[config.mk]
export PLATFORM = sky130hd
export DESIGN_NAME = serial_addsub_32
export DESIGN_NICKNAME = d
export VERILOG_FILES = /design/src/rtl/serial_addsub_32.sv
export SDC_FILE = /design/constraint.sdc
export NUM_CORES = 1
export LEC_CHECK = 0
export CAP_MARGIN = 20
export CORE_UTILIZATION = 25
export CTS_CLUSTER_DIAMETER = 100
export CTS_CLUSTER_SIZE = 24
export DETAILED_ROUTE_END_ITERATION = 12
export SYNTH_ARGS = -nofsm -noshare
export SYNTH_HDL_FRONTEND = slang
export SYNTH_SLANG_ARGS = --single-unit
[constraint.sdc]
create_clock -name clock -period 8.4 [get_ports clock]
set_input_delay 0.84 -clock clock [delete_from_list [all_inputs] [get_ports clock]]
set_output_delay 0.84 -clock clock [all_outputs]
set_load 0.1 [all_outputs]
[src/rtl/serial_addsub_32.sv]
// Byte-serial 32-bit add/subtract: one 8-bit ripple slice reused over four
// cycles, LSB first, with carry/overflow/less-than/not-equal flags.
module serial_addsub_32 (
    input  logic        clock,
    input  logic        reset_n,
    input  logic        start,
    input  logic        op_sub,
    input  logic [31:0] data_operandA,
    input  logic [31:0] data_operandB,
    output logic        busy,
    output logic        done,
    output logic [31:0] data_result,
    output logic        carry_out,
    output logic        overflow,
    output logic        isLessThan,
    output logic        isNotEqual
);
    localparam logic [0:0] IDLE = 1'b0;
    localparam logic [0:0] RUN  = 1'b1;

    logic [0:0]  state_q, state_d;
    logic [1:0]  k_q, k_d;
    logic [31:0] a_q, a_d;
    logic [31:0] b_q, b_d;
    logic        op_q, op_d;
    logic        carry_q, carry_d;
    logic [31:0] result_q, result_d;
    logic        done_q, done_d;
    logic        cout_q, cout_d;
    logic        ovf_q, ovf_d;
    logic        lt_q, lt_d;
    logic        ne_q, ne_d;

    logic [7:0]  a_byte, b_byte;
    logic [8:0]  slice;
    logic        cin7;
    logic [31:0] merged;

    always_comb begin
        a_byte = 8'(a_q >> {k_q, 3'b000});
        b_byte = 8'(b_q >> {k_q, 3'b000});
        slice  = {1'b0, a_byte} + {1'b0, b_byte} + {8'b0, carry_q};
        // carry into the slice MSB, recovered from the sum bit
        cin7   = slice[7] ^ a_byte[7] ^ b_byte[7];
        merged = result_q;
        for (int i = 0; i < 4; i++) begin
            if (k_q == 2'(i)) merged[8*i +: 8] = slice[7:0];
        end

        state_d  = state_q;
        k_d      = k_q;
        a_d      = a_q;
        b_d      = b_q;
        op_d     = op_q;
        carry_d  = carry_q;
        result_d = result_q;
        done_d   = 1'b0;
        cout_d   = cout_q;
        ovf_d    = ovf_q;
        lt_d     = lt_q;
        ne_d     = ne_q;

        case (state_q)
            IDLE: begin
                if (start) begin
                    a_d      = data_operandA;
                    b_d      = op_sub ? ~data_operandB : data_operandB;
                    op_d     = op_sub;
                    carry_d  = op_sub;
                    k_d      = 2'd0;
                    state_d  = RUN;
                    result_d = 32'd0;
                    cout_d   = 1'b0;
                    ovf_d    = 1'b0;
                    lt_d     = 1'b0;
                    ne_d     = 1'b0;
                end
            end
            default: begin
                result_d = merged;
                carry_d  = slice[8];
                k_d      = k_q + 2'd1;
                if (k_q == 2'd3) begin
                    state_d = IDLE;
                    done_d  = 1'b1;
                    cout_d  = slice[8];
                    ovf_d   = cin7 ^ slice[8];
                    lt_d    = op_q & (slice[7] ^ (cin7 ^ slice[8]));
                    ne_d    = op_q & (|merged);
                end
            end
        endcase
    end

    always_ff @(posedge clock or negedge reset_n) begin
        if (!reset_n) begin
            state_q  <= IDLE;
            k_q      <= 2'd0;
            a_q      <= 32'd0;
            b_q      <= 32'd0;
            op_q     <= 1'b0;
            carry_q  <= 1'b0;
            result_q <= 32'd0;
            done_q   <= 1'b0;
            cout_q   <= 1'b0;
            ovf_q    <= 1'b0;
            lt_q     <= 1'b0;
            ne_q     <= 1'b0;
        end else begin
            state_q  <= state_d;
            k_q      <= k_d;
            a_q      <= a_d;
            b_q      <= b_d;
            op_q     <= op_d;
            carry_q  <= carry_d;
            result_q <= result_d;
            done_q   <= done_d;
            cout_q   <= cout_d;
            ovf_q    <= ovf_d;
            lt_q     <= lt_d;
            ne_q     <= ne_d;
        end
    end

    assign busy        = (state_q == RUN);
    assign done        = done_q;
    assign data_result = result_q;
    assign carry_out   = cout_q;
    assign overflow    = ovf_q;
    assign isLessThan  = lt_q;
    assign isNotEqual  = ne_q;
endmodule

==> impl_metrics.ini, run 1 <==
[logic_synthesis]
synth_top_family_by_area = multiplexers
yosysTopAreaCellShare_pct = 47.90
synth_ff_type = dfrtp_1
netlist_instances = 490
synth_compound_area_share_pct = 11.43
synth_edf_count = 0
muxShareOfSynthArea_pct = 18.82
synth_top_area_cell = dfrtp_1
synth_adder_area_share_pct = 3.208
ys_types = 51
ys_seq_elements = 106
syn_area_per_cell_sq_um = 11.30
synth-xor-area-share_pct = 6.010
synthTopCellsByArea = dfrtp_1, mux2_2, mux4_2, xnor2_1, mux2i_1
netlist_area_sq_um = 5538
syn-num-nets = 571
synth.most_common_cell = dfrtp_1
synthSimpleGateAreaFrac_pct = 9.422
yosys_warnings = 0
seq_area_frac_synth_pct = 47.90
synth_common_cells = dfrtp_1, nand2_1, o21ai_0
async_flop_share_pct = 100.0

[route]
drc_errors = 0
vias_per_cell = 4.590
routedWlPerCell_um = 16.38
drt_iter0_drc = 180
wirelength_um = 14150
vias = 3966
dr.pass1.iters = 4
antenna_left = 0

[worst_setup_path]
slowest_stage = dfrtp_1
worst_path_dominant_cell_family = compound AO/OA/AOI/OAI gates
crit_fanout = 19
cp-start-kind = flip-flop
r2r_end = data_result[5]
critPathCaptureType = flip-flop
rrSetupSlack_ns = 4.92
required_ns = 8.64
r2r_start = k_q[1]
critPathArrivalTime_ns = 3.72
critical_path_class = reg -> reg
r2r_cells = 9
startpoint = k_q[1]
cp_cell_sequence = mux4_2 -> ha_1 -> and3b_1 -> a2111oi_0 -> o311ai_0 -> buf_4 -> a21oi_1 -> nor2_1 -> a31o_2
path_buf_inv = 1
max_stage_delay_ns = 0.91

[global_routing]
track_usage_pct = 13.17
grt_overflow_total = 0
grt_max_degree = 99
grt_pass1_wl_um = 22400
antenna_found_initial = 0
grt_pass1_vias = 4027

[timing]
max_clock_freq_mhz = 287.5
hold_viol_final = 0
slew_headroom_pct = 31.36
tightest_slew_ns = 1.026
rsz0062_at_grt = no
fin_tns_setup_ns = 0
setup_viol = 0
worst_clock_skew_ns = 0.01013
fin_hold_ws_ns = 0.4784
fin_crit_sh_pct = 41.41
drv_slew = 0
period_needed_ns = 3.478

[clock_network]
cts_made_buffers = 9
htreeDepth = 3
cts_tree = done
hold_buffers = 0
clk_pin_slew_ns = 0.07
post_cts_buffers = 0
clock_latency_ns = 0.36
ctsRootBufferMaster = clkbuf_16
clk_path_buf_depth = 2
cts_resized = 0
cts_sinks = 106

[die]
io_pins = 106
die_y_um = 150.8
fp-row-count = 54
start_util_pct = 25.45
core_sq_um = 21760
die_w_um = 150.8
dieArea_sq_um = 22750

[placed_design]
port_buffers = 105
gp_congestion = 0.7699
place_hpwl_um = 10230

[cells_and_area]
fin_nets = 661
diodes = 0
layout-drive-gt1-share_pct = 16.61
area_delta_synth_final_pct = 29.24

[status]
status = completed

[flow_run]
max-cap-violations = 0

[hold_path]
hold_class = in -> async
## routing by layer
layer  share of wire, %  global-route usage, %  wire (um)
met1                 45                  17.38       6411
met2                 49                  21.90       6959
met3                4.6                  2.861        652
met5                  0                      0          0
met4               0.92                  3.150        130
## cell families after synthesis
kind of cell             Yosys count
flip-flops                       106
adder cells (fa/ha/maj)           13
AO/OA/AOI/OAI                     97
multiplexers                      80
XOR/XNOR                          38
buffers and inverters             47
AND/OR/NAND/NOR                  109
## layout by cell type, fill, tap and decap left out, types with 2 or more instances in the layout
cell type / netlist / layout
buf_4: 0 / 7
clkinv_2: 0 / 2
a21oi_1: 9 / 9
xnor2_1: 36 / 36
a21o_1: 2 / 2
nand2_1: 55 / 54
o22ai_1: 11 / 11
mux2i_1: 31 / 31
xor2_1: 2 / 2
nor2b_1: 5 / 5
or4_1: 3 / 3
o21bai_1: 2 / 2
o31ai_1: 6 / 6
dfrtp_1: 106 / 106
or4_4: 2 / 2
nor4_1: 2 / 2
ha_1: 11 / 11
fa_1: 2 / 2
inv_1: 13 / 13
clkbuf_16: 0 / 9
a31o_2: 17 / 17
nor3_1: 3 / 3
mux4_2: 16 / 16
nor4_2: 2 / 2
clkdlybuf4s50_1: 0 / 103
mux2_2: 33 / 33
clkinvlp_4: 0 / 2
clkinv_1: 2 / 2
o21ai_0: 38 / 38
nand3_1: 6 / 6
nor2_1: 21 / 21
## registers in the layout, indices dropped and copies added, names as in the netlist, 2 cells and up
signal,flops
a_q,32
b_q,32
data_result,32
k_q,2
## how the worst max path moves through the flow
stage                            to  slack, ns  depth (start not counted)
floorplan           data_result[13]       5.01                         10
global placement         isNotEqual       4.97                          9
detailed placement       isNotEqual       4.88                          9
CTS                      isNotEqual       4.88                          9
global route             isNotEqual       4.69                          9
finish               data_result[5]       4.92                          9
## metrics by stage
stage / setup WS (ns) / cell area (sq um) / util [%] / instances
2_1_floorplan: 5.008 / 5538 / - / 490
3_3_place_gp: 4.967 / 6863 / 31.54 / 849
3_5_place_dp: 4.883 / 6863 / 31.54 / 849
4_1_cts: 4.880 / 7157 / 32.90 / 864
5_1_grt: 4.692 / 7157 / 32.90 / 864
6_report: 4.922 / 7157 / 32.90 / 864
## final cells by class
| type | instances | area (sq um) |
|---|---|---|
| Clock buffer | 10 | 239.0 |
| Clock inverter | 5 | 55.05 |
| Fill cell | 2246 | 14600 |
| Inverter | 15 | 56.30 |
| Multi-Input combinational cell | 337 | 2715 |
| Sequential cell | 106 | 2653 |
| Tap cell | 280 | 350.3 |
| Timing Repair Buffer | 111 | 1089 |
Power of run 1 is not shown: default switching activity piles up to over one toggle a cycle in this logic, so the estimate is an artifact.
==> inputs of run 2 (changes only) <==
- clock period: 8.4 -> 2.94 ns (I/O delays scaled with it)
==> run 2 against run 1 <==
  * Core utilization rose by 1.4 points
  * Sequential share of layout area fell by 1.6 points
  * Via count rose by 4.0%
  * Non-clock buffer count rose by 37
  * First-iteration DRC count fell by 2.8%
  * Critical endpoint unchanged
  * The flow now finishes with violations (negative hold slack, negative setup slack)
  * Wire length rose by 1.7%
  * Largest cell class unchanged
  * Fmax rose by 16%
  * Critical path depth rose by 1
  * Register-to-register slack got worse by 5.0 ns
  * Final cell count rose by 4.4%
  * Die area did not move
==> impl_metrics.ini, run 2 (synthesis results as in run 1) <==
[timing]
tightest_slew_ns = 0.9131
max_clock_freq_mhz = 334.3
worst_clock_skew_ns = 0.006898
fin_hold_ws_ns = -0.01256
worst_slack_ns = -0.05165
setup_viol = 5
drv_slew = 0
fin_crit_sh_pct = 101.8
slew_headroom_pct = 39.13
hold_viol_final = 5
rsz0062_at_grt = yes
period_needed_ns = 2.992

[global_routing]
gr-usage-met2_pct = 21.88
grtUsageMet3_pct = 3.102
grt_max_degree = 107
track_usage_pct = 13.59
met1_usage_pct = 18.29
grt_pass1_wl_um = 22870
grt_pass1_vias = 4046
busiest_layer = met2
antenna_found_initial = 0
grt_overflow_total = 0

[status]
violations = negative hold slack, negative setup slack
status = complete, but fails checks

[placed_design]
dp_cells = 882
post-place-ws_ns = -0.2022
port_buffers = 105
gp_congestion = 0.7933
place_hpwl_um = 10560

[worst_setup_path]
critPathCaptureType = flip-flop
max_stage_delay_ns = 0.54
cp_cell_sequence = buf_6 -> mux4_2 -> ha_1 -> and3b_1 -> a2111oi_2 -> o311ai_1 -> buf_4 -> a21oi_1 -> nor2_1 -> a31o_2
slowest_stage = mux4_2
cp-start-kind = flip-flop
required_ns = 3.19
crit_fanout = 11
startpoint = k_q[0]
critPathArrivalTime_ns = 3.24
r2r_start = k_q[0]
critical_path_class = reg -> reg

[clock_network]
ctsRootBufferMaster = clkbuf_16
hold_buffers = 0
cts_tree = done
clk_pin_slew_ns = 0.07
cts_made_buffers = 9
clk_path_buf_depth = 2
cts_sinks = 106
clock_latency_ns = 0.36
htreeDepth = 3

[route]
drc_errors = 0
vias = 4126
dr.pass1.iters = 4
wirelength_um = 14390
drt_iter0_drc = 175
antenna_left = 0
vias_per_cell = 4.574
routedWlPerCell_um = 15.96

[die]
io_pins = 106
die_w_um = 150.8
start_util_pct = 25.45
dieArea_sq_um = 22750
fp-row-count = 54
core_sq_um = 21760
die_y_um = 150.8

[cells_and_area]
seq_area_sq_um = 2653
fillCellCount = 2221
fin_nets = 698
final_cell_mix = dfrtp_1, buf_4, clkdlybuf4s50_1
area_delta_synth_final_pct = 34.93
diodes = 0
multi_input_area_sq_um = 2779
layout-drive-gt1-share_pct = 29.26
mostFrequentLayoutCell = dfrtp_1
final_cells = 902

[flow_run]
max-cap-violations = 0

[hold_path]
hold_class = in -> async
run 2: layout make-up:
class | instances | share of cell area (%)
multi-input cells | 337 | 37.19
flip-flops and latches | 106 | 35.50
repair buffers | 148 | 17.45
well taps | 280 | 4.689
clock buffers | 12 | 3.433
clock inverters | 4 | 0.9879
inverters | 15 | 0.7535
run 2: through the flow:
step	util (%)	cell area [sq um]	setup TNS (ns)
3_5_place_dp	32.42	7053	-0.9911
2_1_floorplan	-	5559	-0.3155
6_report	34.35	7472	-0.2312
5_1_grt	34.35	7472	-1.639
4_1_cts	34.07	7412	-0.2235
3_3_place_gp	32.42	7053	-0.7177
run 2: worst paths after layout:
kind / slack [ns] / to / cells past startpoint
setup / recovery: -0.05 / data_result[5] / 10
hold / removal: -0.01 / data_result[18] / 2
setup reg to reg: -0.05 / data_result[5] / 10
hold reg to reg: 0.48 / b_q[15] / 2
max in group asynchronous: 2.51 / b_q[3] / 2
min in group clock: 0.48 / b_q[15] / 2
run 2: per-layer routing:
| metal | wire (um) | part of all wire [%] |
|---|---|---|
| met5 | 0 | 0 |
| met3 | 697 | 4.8 |
| met2 | 6879 | 48 |
| met4 | 164 | 1.1 |
| met1 | 6651 | 46 |
run 2: repair_timing:
item                                    CTS  global route
gates cloned                              0             0
endpoints found under the setup margin   13            21
pin swaps                                 5             4
resized for setup                         5             7
buffers inserted                          1             3
run 2: critical path, delay by kind of cell, from the launching register on:
| kind | cells | cell delay (ns) |
|---|---|---|
| AO/OA/AOI/OAI | 4 | 0.93 |
| multiplexers | 1 | 0.54 |
| buffers and inverters | 2 | 0.40 |
| adder cells (fa/ha/maj) | 1 | 0.38 |
| flip-flops | 1 | 0.37 |
| AND/OR/NAND/NOR | 2 | 0.26 |
Power of run 2 is left out for the same reason.
